**src/rtl/fetch_ctrl_pkg.sv**
```systemverilog
// Shared types for the fetch redirect controller: FSM states, queue entry layout, PC step.
// Entries carry the GHR zero-extended to GHR_MAX_W so the layout is fixed across configurations.
// The top-level GHR_W parameter must not exceed GHR_MAX_W.
package fetch_ctrl_pkg;

  localparam int INST_BYTES = 4;
  localparam int GHR_MAX_W  = 16;

  typedef enum logic {
    RUN    = 1'b0,
    SQUASH = 1'b1
  } state_e;

  typedef struct packed {
    logic [31:0]          pc;
    logic [31:0]          pred_pc;
    logic [GHR_MAX_W-1:0] ghr;
  } entry_t;

endpackage

```
**src/rtl/fetch_redirect_ctrl_pred_queue.sv**
```systemverilog
// Synchronous FIFO of in-flight predictions: push/pop/clear, head visible combinationally.
// Latency: a pushed entry becomes head one cycle later; clear wins over push and pop.
// Backpressure: push is dropped when full unless a pop frees a slot in the same cycle.
module pred_queue #(
  parameter int DEPTH = 4,
  parameter int W     = 8
) (
  input  logic         clk,
  input  logic         rst,
  input  logic         push_i,
  input  logic         pop_i,
  input  logic         clear_i,
  input  logic [W-1:0] din_i,
  output logic [W-1:0] head_o,
  output logic         full_o,
  output logic         empty_o
);

  localparam int AW = $clog2(DEPTH);

  logic [W-1:0]  mem_q [DEPTH];
  logic [AW-1:0] wr_ptr_q;
  logic [AW-1:0] rd_ptr_q;
  logic [AW:0]   count_q;
  logic          do_push;
  logic          do_pop;

  assign full_o  = (count_q == (AW+1)'(DEPTH));
  assign empty_o = (count_q == '0);
  assign head_o  = mem_q[rd_ptr_q];

  // Qualify requests against occupancy; a pop frees the slot a same-cycle push uses.
  always_comb begin
    do_pop  = pop_i && !empty_o;
    do_push = push_i && (!full_o || do_pop);
  end

  // Entry storage; contents beyond the pointers are don't-care so no reset is needed.
  always_ff @(posedge clk) begin
    if (do_push && !clear_i) begin
      mem_q[wr_ptr_q] <= din_i;
    end
  end

  // Pointer and occupancy bookkeeping.
  always_ff @(posedge clk) begin
    if (rst || clear_i) begin
      wr_ptr_q <= '0;
      rd_ptr_q <= '0;
      count_q  <= '0;
    end else begin
      if (do_push) wr_ptr_q <= wr_ptr_q + 1'b1;
      if (do_pop)  rd_ptr_q <= rd_ptr_q + 1'b1;
      count_q <= count_q + {{AW{1'b0}}, do_push} - {{AW{1'b0}}, do_pop};
    end
  end

endmodule

```
**src/rtl/fetch_redirect_ctrl.sv**
```systemverilog
// Fetch redirect controller: checks each retired instruction against its queued prediction and
// issues redirect/flush, BPU update and squash; all outputs except fetch_stall are registered.
// Optional FETCH_PERF_CNT_EN adds saturating branch and mispredict counters.
module fetch_redirect_ctrl
  import fetch_ctrl_pkg::*;
#(
  parameter int DEPTH         = 4,
  parameter int SQUASH_CYCLES = 2,
  parameter int GHR_W         = 4
) (
  input  logic             clk,
  input  logic             rst,
  input  logic             f_valid,
  input  logic [31:0]      f_pc,
  input  logic [31:0]      f_pred_pc,
  input  logic [GHR_W-1:0] f_ghr,
  input  logic             ex_valid,
  input  logic [31:0]      ex_pc,
  input  logic             ex_is_branch,
  input  logic             ex_taken,
  input  logic [31:0]      ex_target,
  output logic             fetch_stall,
  output logic             squash,
  output logic             pc_redirect,
  output logic [31:0]      branch_address,
  output logic             flush_fetch,
  output logic [31:0]      resolved_pc,
  output logic             branch_resolved,
  output logic             branch_taken,
  output logic [GHR_W-1:0] ghr_history,
  output logic             seq_err
`ifdef FETCH_PERF_CNT_EN
  ,
  output logic [31:0]      perf_branches,
  output logic [31:0]      perf_mispredicts
`endif
);

  localparam int CW = $clog2(SQUASH_CYCLES) + 1;

  state_e          state_q, state_d;
  logic [CW-1:0]   cnt_q, cnt_d;
  entry_t          push_ent;
  entry_t          head;
  logic            q_full, q_empty;
  logic            in_run, pop, push, br_taken, mispredict;
  logic [31:0]     actual_next;
  logic            ghr_unused;

  logic             pc_redirect_d, flush_fetch_d, branch_resolved_d, branch_taken_d, seq_err_d;
  logic [31:0]      branch_address_d, resolved_pc_d;
  logic [GHR_W-1:0] ghr_history_d;

  assign push_ent    = '{pc: f_pc, pred_pc: f_pred_pc, ghr: GHR_MAX_W'(f_ghr)};
  assign fetch_stall = q_full;
  assign squash      = (state_q == SQUASH);
  assign ghr_unused  = ^head.ghr;

  pred_queue #(
    .DEPTH (DEPTH),
    .W     ($bits(entry_t))
  ) u_queue (
    .clk     (clk),
    .rst     (rst),
    .push_i  (push),
    .pop_i   (pop),
    .clear_i (mispredict),
    .din_i   (push_ent),
    .head_o  (head),
    .full_o  (q_full),
    .empty_o (q_empty)
  );

  // Resolve the head prediction against the executed outcome; wrong-path pushes are dropped.
  always_comb begin
    in_run      = (state_q == RUN);
    pop         = in_run && ex_valid && !q_empty;
    br_taken    = ex_is_branch && ex_taken;
    actual_next = br_taken ? ex_target : ex_pc + 32'(INST_BYTES);
    mispredict  = pop && (head.pred_pc != actual_next);
    push        = in_run && f_valid && (!q_full || pop) && !mispredict;
  end

  // Next-state for the squash window: hold SQUASH for SQUASH_CYCLES cycles after a mispredict.
  always_comb begin
    state_d = state_q;
    cnt_d   = cnt_q;
    case (state_q)
      RUN: begin
        if (mispredict) begin
          state_d = SQUASH;
          cnt_d   = CW'(SQUASH_CYCLES - 1);
        end
      end
      SQUASH: begin
        if (cnt_q == '0) state_d = RUN;
        else             cnt_d   = cnt_q - 1'b1;
      end
      default: state_d = RUN;
    endcase
  end

  // FSM state and squash counter registers.
  always_ff @(posedge clk) begin
    if (rst) begin
      state_q <= RUN;
      cnt_q   <= '0;
    end else begin
      state_q <= state_d;
      cnt_q   <= cnt_d;
    end
  end

  // Next values of the registered outputs; data fields read zero when their strobe is idle.
  always_comb begin
    pc_redirect_d     = 1'b0;
    branch_address_d  = '0;
    flush_fetch_d     = 1'b0;
    resolved_pc_d     = '0;
    branch_resolved_d = 1'b0;
    branch_taken_d    = 1'b0;
    ghr_history_d     = '0;
    seq_err_d         = seq_err;
    if (pop && ex_is_branch) begin
      branch_resolved_d = 1'b1;
      branch_taken_d    = ex_taken;
      ghr_history_d     = head.ghr[GHR_W-1:0];
      resolved_pc_d     = ex_pc;
    end
    if (mispredict) begin
      if (br_taken) begin
        pc_redirect_d    = 1'b1;
        branch_address_d = ex_target;
      end else begin
        flush_fetch_d = 1'b1;
        resolved_pc_d = ex_pc;
      end
    end
    if ((pop && (ex_pc != head.pc)) || (in_run && ex_valid && q_empty)) begin
      seq_err_d = 1'b1;
    end
  end

  // Output registers, one cycle behind the execute-stage handshake.
  always_ff @(posedge clk) begin
    if (rst) begin
      pc_redirect     <= 1'b0;
      branch_address  <= '0;
      flush_fetch     <= 1'b0;
      resolved_pc     <= '0;
      branch_resolved <= 1'b0;
      branch_taken    <= 1'b0;
      ghr_history     <= '0;
      seq_err         <= 1'b0;
    end else begin
      pc_redirect     <= pc_redirect_d;
      branch_address  <= branch_address_d;
      flush_fetch     <= flush_fetch_d;
      resolved_pc     <= resolved_pc_d;
      branch_resolved <= branch_resolved_d;
      branch_taken    <= branch_taken_d;
      ghr_history     <= ghr_history_d;
      seq_err         <= seq_err_d;
    end
  end

`ifdef FETCH_PERF_CNT_EN
  // Saturating event counters fed from the registered strobes.
  always_ff @(posedge clk) begin
    if (rst) begin
      perf_branches    <= '0;
      perf_mispredicts <= '0;
    end else begin
      if (branch_resolved && (perf_branches != 32'hFFFF_FFFF)) begin
        perf_branches <= perf_branches + 32'd1;
      end
      if ((pc_redirect || flush_fetch) && (perf_mispredicts != 32'hFFFF_FFFF)) begin
        perf_mispredicts <= perf_mispredicts + 32'd1;
      end
    end
  end
`else
  // Performance counters are not built in this configuration.
`endif

endmodule

```
**config.mk**
```make
export PLATFORM = sky130hd
export DESIGN_NAME = fetch_redirect_ctrl
export DESIGN_NICKNAME = d
export VERILOG_FILES = /design/src/rtl/fetch_ctrl_pkg.sv /design/src/rtl/fetch_redirect_ctrl_pred_queue.sv /design/src/rtl/fetch_redirect_ctrl.sv
export SDC_FILE = /design/constraint.sdc
export NUM_CORES = 1
export LEC_CHECK = 0
export BUFFER_PORTS_ARGS = -buffer_cell sky130_fd_sc_hd__clkbuf_2
export CORE_ASPECT_RATIO = 2
export CORE_UTILIZATION = 55
export CTS_BUF_LIST = sky130_fd_sc_hd__clkbuf_8
export DETAILED_ROUTE_END_ITERATION = 10
export GPL_ROUTABILITY_DRIVEN = 1
export GPL_TIMING_DRIVEN = 0
export PLACE_DENSITY = 0.84
export SYNTH_ARGS = -nofsm -noshare
export SYNTH_HDL_FRONTEND = slang
export SYNTH_SLANG_ARGS = --single-unit
```
**constraint.sdc**
```tcl
create_clock -name clk -period 7.3 [get_ports clk]
set_input_delay 0 -clock clk [delete_from_list [all_inputs] [get_ports clk]]
set_output_delay 0 -clock clk [all_outputs]
set_load 0.02 [all_outputs]
```
==> flow_metrics.py, run 1 <==
metrics = {
    "synth": {
        "synth_top_area_share_pct": 55.2,
        "syn_area_per_cell_sq_um": 15.1,
        "synth_area_sq_um": 14800,
        "synth_warnings": 0,
        "yosys.area.top_type": "edfxtp_1",
        "async_flop_share_pct": 0,
        "syn_nets": 1125,
        "ys_types": 63,
        "ys_ff_latch": 357,
        "synth.area.top_cells": "edfxtp_1 55%, dfxtp_1 11%, mux4_2 10%, xnor2_1 2.5%, xor2_1 2.4%",
        "synth_edf_count": 272,
        "synth_cells": 978,
        "synth_ff_type": "edfxtp_1",
        "yosysSeqAreaShare_pct": 66.6,
    },
    "setup_path": {
        "cp_slowest_cell": "nor3_1",
        "startpoint_type": "input pin",
        "cpLargestDelayFamily": "buffers and inverters",
        "cp_cell_sequence": "dlygate4sd3_1, clkbuf_2, ha_1, nand4_1, clkbuf_1, nor3_1, a311oi_1, a311oi_1, nand4_1, nor4b_1, o2111ai_2, buf_6, a21oi_4, buf_16, buf_12, buf_16",
        "endpoint_kind": "flip-flop",
        "critical_path.max_stage_delay_ns": 0.81,
        "timing.rr.end": "u_queue.mem_q[1][66]",
        "critical_path_class": "in -> reg",
        "cp-startpoint": "ex_pc[3]",
        "path_max_fanout": 23,
        "worst-path-buf-inv": 7,
        "r2r_slack_ns": 2.07,
        "rr_worst_depth": 14,
        "arrival_ns": 5.70,
        "cp.required_ns": 7.58,
    },
    "finish": {
        "area_growth_pct": 27.0,
        "nNetsFinal": 1522,
        "fillerInstances": 1607,
        "drive_gt1_share_pct": 27.4,
    },
    "floorplanning": {
        "placeableCoreArea_sq_um": 26400,
        "fp.dieH_um": 234,
        "rows": 84,
        "io_pins": 213,
        "start_util_pct": 56.1,
        "fp.dieW_um": 118,
        "die_area_sq_um": 27600,
    },
    "pwr": {
        "power.density_nw_per_um2": 295,
        "pwr-share-comb_pct": 29.2,
        "power.share.clock_pct": 25.0,
        "internal_power_mw": 3.83,
        "power_switching_mw": 1.73,
        "p_leak_nw": 6.75,
        "totalPowerFinal_mw": 5.56,
        "netSwitchingFraction_pct": 31.1,
        "pwr-share-seq_pct": 45.8,
        "peakVddDrop_v": 0.000192,
    },
    "clock_tree": {
        "worstSkewPairLatency_ns": 0.60,
        "cts_tree": "done",
        "cts_buffers": 44,
        "path_clk_slew_ns": 0.08,
        "cts-root-buf": "clkbuf_8",
        "cts_sinks": 357,
        "clock_path_buffers": 3,
        "htreeDepth": 2,
        "cts.repair.resized": 0,
    },
    "detailed_routing": {
        "wl_per_cell_um": 26.5,
        "ant_nets": 0,
        "drtIter0Drc": 1066,
        "drt-total-wl_um": 46500,
        "post_drt_via_cell_ratio": 6.05,
        "dr.pass1.iters": 5,
        "drc": 0,
        "num_vias": 10600,
    },
    "placement": {
        "port_buffers": 202,
        "dp.final_hpwl_um": 31500,
        "place.gp.congestion": 0.929,
    },
    "sta": {
        "fmax_mhz": 185,
        "holdWs_ns": 0.0355,
        "finalSetupViolations": 0,
        "finalCritPeriodShare_pct": 74.2,
        "tightest_slew_ns": 1.15,
        "finalHoldViolations": 0,
        "slew_headroom_pct": 22.9,
        "fin_crit_ns": 5.42,
        "fin_worst_skew_ns": 0.0309,
        "finalMaxSlewViolations": 0,
        "rsz0062_at_grt": "false",
    },
    "global_route": {
        "antenna_found_initial": 1,
        "track_usage_pct": 34.1,
        "grt_max_degree": 26,
        "grt-ovfl-total": 0,
        "grt_pass1_wl_um": 67200,
        "first_global_vias": 11200,
    },
    "hold_path": {
        "hold_path_class": "in -> reg",
        "worstHoldEndpoint": "resolved_pc[2]",
        "hold_path.startpoint": "ex_pc[2]",
        "hold_depth": 4,
    },
    "job": {
        "drv_cap": 0,
    },
    "run_status": {
        "run_status": "finished, final reports clean",
    },
}
Yosys cell counts (all sizes together), types with 2 or more instances:
library cell  number
xnor2             43
nor2b              2
edfxtp           272
o211a              2
o311ai             2
nand2b             2
mux4              66
a311oi             2
nand3             21
o21a               2
mux2i             10
and4               4
nor3              45
nand2             81
or4                9
nand4b             3
nor2              31
and2               8
inv               19
buf               31
a31oi             12
dfxtp             85
o31ai              5
nor4              15
a221oi             2
a21oi             40
or3                7
nand4             18
xor2              40
o21ai             10
nor3b              3
a211oi            14
ha                 8
o211ai             5
o221ai             3
clkbuf            31
and3               8
layer usage:
layer  global-route usage, %  share of wire [%]
met4                    25.8                7.6
met5                       0                  0
met1                    34.5                 32
met3                    6.57                6.5
met2                    62.0                 54
how the worst max path moves through the flow:
stage | end | depth (start not counted)
finish | u_queue.mem_q[1][66] | 16
global route | u_queue.mem_q[1][66] | 16
CTS | u_queue.mem_q[1][40] | 16
detailed placement | u_queue.mem_q[1][30] | 14
global placement | u_queue.mem_q[1][20] | 11
floorplan | u_queue.mem_q[0][0] | 11
power groups by stage:
stage / logic, mW / clock network (mW) / registers (mW)
floorplan: 0.952 / 0 / 2.62
global placement: 1.40 / 0 / 2.62
detailed placement: 1.52 / 0 / 2.58
CTS: 1.59 / 1.38 / 2.54
global route: 1.70 / 1.47 / 2.56
finish: 1.62 / 1.39 / 2.55
through the flow:
stage	setup TNS [ns]	cells	setup slack [ns]	util (%)	instance area (sq um)
floorplan	0	978	0.826	-	14800
global placement	-779.17	1524	-2.90	61.6	16300
detailed placement	0	1536	1.94	62.9	16600
CTS	0	1754	2.11	71.3	18800
global route	0	1755	1.72	71.3	18800
finish	0	1756	1.88	71.3	18800
cell type report:
type	instances	area [sq um]	share of cell area, %
inverter	19	71.3	0.379
clock buffer	50	688	3.66
sequential	357	9870	52.5
antenna	2	5.00	0.0266
multi-input combinational	540	4580	24.4
buffer	62	333	1.77
tap	344	430	2.29
timing repair buffer	351	2670	14.2
clock inverter	31	165	0.878
state kept, by name, indices dropped and copies added, names as in the netlist, 2 cells and up, named ones only:
signal	cells
u_queue.rd_ptr_q	2
branch_address	32
resolved_pc	32
u_queue.mem_q	272
u_queue.count_q	3
u_queue.wr_ptr_q	2
ghr_history	4
cnt_q	2
cells by family (layout without fill, tap and decap cells):
group	count (synthesis)	count (layout)	synth area share, %
other cells	0	2	0
compound gates	111	111	5.07
fa+ha+maj	9	9	0.811
xor+xnor	83	83	4.91
flops	357	357	66.6
buf+inv	81	513	2.73
simple gates	260	260	9.05
mux	77	77	10.8
worst min-delay path, stage by stage:
cell	delay, ns
clkbuf_2	0.09
clkbuf_1	0.29
nand2_1	0.16
a21oi_1	0.05
placed cells by master (no fill, tap or decap), drive strengths merged, types with 7 or more instances in the layout:
cell and instances:
clkbuf 283, edfxtp 272, dlygate4sd3 137, dfxtp 85, nand2 81, mux4 66
nor3 45, xnor2 43, buf 43, xor2 40, a21oi 40, inv 34
nor2 31, nand3 21, nand4 18, nor4 15, a211oi 14, a31oi 12
clkinv 11, mux2i 10, o21ai 10, or4 9, and3 8, and2 8
ha 8, or3 7
repair_timing:
action                    4_1_cts  5_1_grt
buffers inserted                0        0
hold buffers                  137        0
hold endpoints to repair      342        0
No activity file was read; power rests on OpenSTA's default activity.
==> run 2, diff against run 1 <==
--- a/config.mk
+++ b/config.mk
@@ -7,12 +7,12 @@
 export LEC_CHECK = 0
 export BUFFER_PORTS_ARGS = -buffer_cell sky130_fd_sc_hd__clkbuf_2
 export CORE_ASPECT_RATIO = 2
-export CORE_UTILIZATION = 55
+export CORE_UTILIZATION = 54
 export CTS_BUF_LIST = sky130_fd_sc_hd__clkbuf_8
 export DETAILED_ROUTE_END_ITERATION = 10
 export GPL_ROUTABILITY_DRIVEN = 1
 export GPL_TIMING_DRIVEN = 0
-export PLACE_DENSITY = 0.84
+export PLACE_DENSITY = 0.86
 export SYNTH_ARGS = -nofsm -noshare
 export SYNTH_HDL_FRONTEND = slang
 export SYNTH_SLANG_ARGS = --single-unit
==> constraint.sdc (replaced) <==
create_clock -name clk -period 4.9 [get_ports clk]
set_input_delay 0 -clock clk [delete_from_list [all_inputs] [get_ports clk]]
set_output_delay 0 -clock clk [all_outputs]
set_load 0.02 [all_outputs]
==> run 2 against run 1 <==
Net effect: sequential cell count unchanged; critical path depth increased by 1; via count about the same; final area increased by 0.15%; count of clock-buffer cells in the layout decreased by 2; clock power increased by 53%; utilization decreased by 1.3 points; non-clock buffer count increased by 1; highest routed layer unchanged.
==> flow_metrics.py, run 2 (same netlist as run 1, synthesis figures left out) <==
metrics = {
    "sta": {
        "fin_worst_skew_ns": 0.0279,
        "fmax_mhz": 219,
        "finalMaxSlewViolations": 0,
        "finalHoldViolations": 0,
        "fin_crit_ns": 4.58,
        "setup_slack_ns": 0.325,
        "rsz0062_at_grt": "false",
        "finalCritPeriodShare_pct": 93.4,
        "holdWs_ns": 0.0293,
        "slew_headroom_pct": 21.6,
        "finalSetupViolations": 0,
        "tightest_slew_ns": 1.17,
        "finalSetupTns_ns": 0,
    },
    "finish": {
        "most-common-layout-cells": "272 x edfxtp_1, 202 x clkbuf_2, 138 x dlygate4sd3_1",
        "final_area_sq_um": 18800,
        "mostFrequentLayoutCell": "edfxtp_1",
        "final_core_util_pct": 70.0,
        "largest_register_ffs": 272,
        "largest_register": "u_queue.mem_q",
        "nNetsFinal": 1526,
        "final_cells": 1763,
        "area_growth_pct": 27.2,
        "drive_gt1_share_pct": 27.6,
        "largestRegisters": "u_queue.mem_q: 272 flops, branch_address: 32 flops, resolved_pc: 32 flops",
    },
    "global_route": {
        "antenna_found_initial": 2,
        "grt-ovfl-total": 0,
        "first_global_vias": 11100,
        "grt_pass1_wl_um": 65300,
        "grt_max_degree": 26,
        "track_usage_pct": 32.2,
    },
    "setup_path": {
        "startpoint_type": "flip-flop",
        "cp_slowest_cell": "nor3_1",
        "critical_path_class": "reg -> reg",
        "path_max_fanout": 11,
        "timing.rr.end": "u_queue.count_q[2]",
        "cp.required_ns": 5.36,
        "rr_worst_depth": 17,
        "endpoint_kind": "flip-flop",
        "arrival_ns": 5.04,
        "cpLargestDelayFamily": "simple AND/OR/NAND/NOR gates",
        "worst-path-buf-inv": 4,
        "cp_cell_sequence": "buf_2, buf_4, mux4_2, xor2_1, nor3_1, o211ai_1, nor4_1, nor4b_2, o2111ai_2, buf_6, a21boi_1, ha_1, inv_1, fa_1, xor2_1, xnor2_1, a211oi_2",
        "critical_path.max_stage_delay_ns": 0.47,
        "cp_common_cell": "xor2_1",
        "r2r_slack_ns": 0.32,
    },
    "pwr": {
        "peakVddDrop_v": 0.000295,
        "p_leak_nw": 6.73,
        "power.density_nw_per_um2": 437,
        "totalPowerFinal_mw": 8.24,
    },
    "clock_tree": {
        "worstSkewPairLatency_ns": 0.62,
        "cts_sinks": 357,
        "cts_tree": "done",
        "htreeDepth": 2,
        "clock_path_buffers": 3,
        "cts_buffers": 46,
        "path_clk_slew_ns": 0.07,
        "cts-root-buf": "clkbuf_8",
    },
    "floorplanning": {
        "fp.dieH_um": 236,
        "start_util_pct": 55.0,
        "fp.dieW_um": 119,
        "io_pins": 213,
        "die_area_sq_um": 28100,
        "placeableCoreArea_sq_um": 26900,
        "rows": 85,
    },
    "detailed_routing": {
        "ant_nets": 0,
        "drt-total-wl_um": 44500,
        "num_vias": 10600,
        "drc": 0,
        "wl_per_cell_um": 25.2,
        "dr.pass1.iters": 7,
        "drtIter0Drc": 1040,
        "post_drt_via_cell_ratio": 6.02,
    },
    "placement": {
        "dpl_cell_area_sq_um": 16600,
        "place.gp.congestion": 0.986,
        "pre_cts_slack_ns": -0.196,
        "port_buffers": 202,
        "placed_cells": 1539,
        "dp.final_hpwl_um": 30500,
    },
    "hold_path": {
        "hold_path.startpoint": "ex_pc[20]",
        "worstHoldEndpoint": "resolved_pc[20]",
        "hold_path_class": "in -> reg",
        "hold_depth": 4,
    },
    "run_status": {
        "run_status": "finished, final reports clean",
    },
    "job": {
        "drv_cap": 0,
    },
}
==> run 2: how the worst max path moves through the flow <==
stage,from,to,slack [ns],cells after the start
finish,flip-flop,u_queue.count_q[2],0.32,17
CTS,ex_pc[3],u_queue.count_q[2],0.22,19
detailed placement,ex_pc[3],u_queue.mem_q[1][15],-0.20,13
floorplan,flip-flop,u_queue.mem_q[0][0],-0.04,11
global route,flip-flop,seq_err,0.18,13
global placement,ex_pc[3],u_queue.mem_q[3][12],-2.41,12
==> run 2: layer usage <==
layer	track usage [%]	share of wire [%]
met5	0	0
met1	34.3	32
met3	4.88	7.2
met2	56.9	53
met4	23.7	7.6
==> run 2: layout make-up <==
| type | instances | area (sq um) |
|---|---|---|
| multi-input combinational | 541 | 4610 |
| fill | 1701 | 8070 |
| timing repair buffer | 352 | 2650 |
| buffer | 62 | 333 |
| sequential | 357 | 9870 |
| inverter | 19 | 71.3 |
| clock buffer | 48 | 661 |
| antenna | 2 | 5.00 |
| tap | 348 | 435 |
| clock inverter | 34 | 208 |
==> run 2: what timing repair did <==
| item | 4_1_cts | 5_1_grt |
|---|---|---|
| pin swaps | 2 | 0 |
| cloned | 1 | 0 |
| setup endpoints to repair | 62 | 21 |
| setup buffers | 1 | 0 |
| hold buffers | 138 | 0 |
| endpoints found under the hold margin | 344 | 0 |
| gates resized for setup | 0 | 3 |
==> run 2: report_power, final <==
| part | total, mW | internal, mW | switching (mW) |
|---|---|---|---|
| clock | 2.12 | 1.02 | 1.10 |
| sequential | 3.79 | 3.68 | 0.112 |
| combinational | 2.33 | 1.01 | 1.32 |
==> run 2: worst register-to-register path, cell delays in order (launching register included) <==
cell and delay (ns):
dfxtp_1 0.30, buf_2 0.25, buf_4 0.28, mux4_2 0.43
xor2_1 0.18, nor3_1 0.47, o211ai_1 0.26, nor4_1 0.28
nor4b_2 0.30, o2111ai_2 0.26, buf_6 0.25, a21boi_1 0.16
ha_1 0.16, inv_1 0.05, fa_1 0.38, xor2_1 0.16
xnor2_1 0.19, a211oi_2 0.06
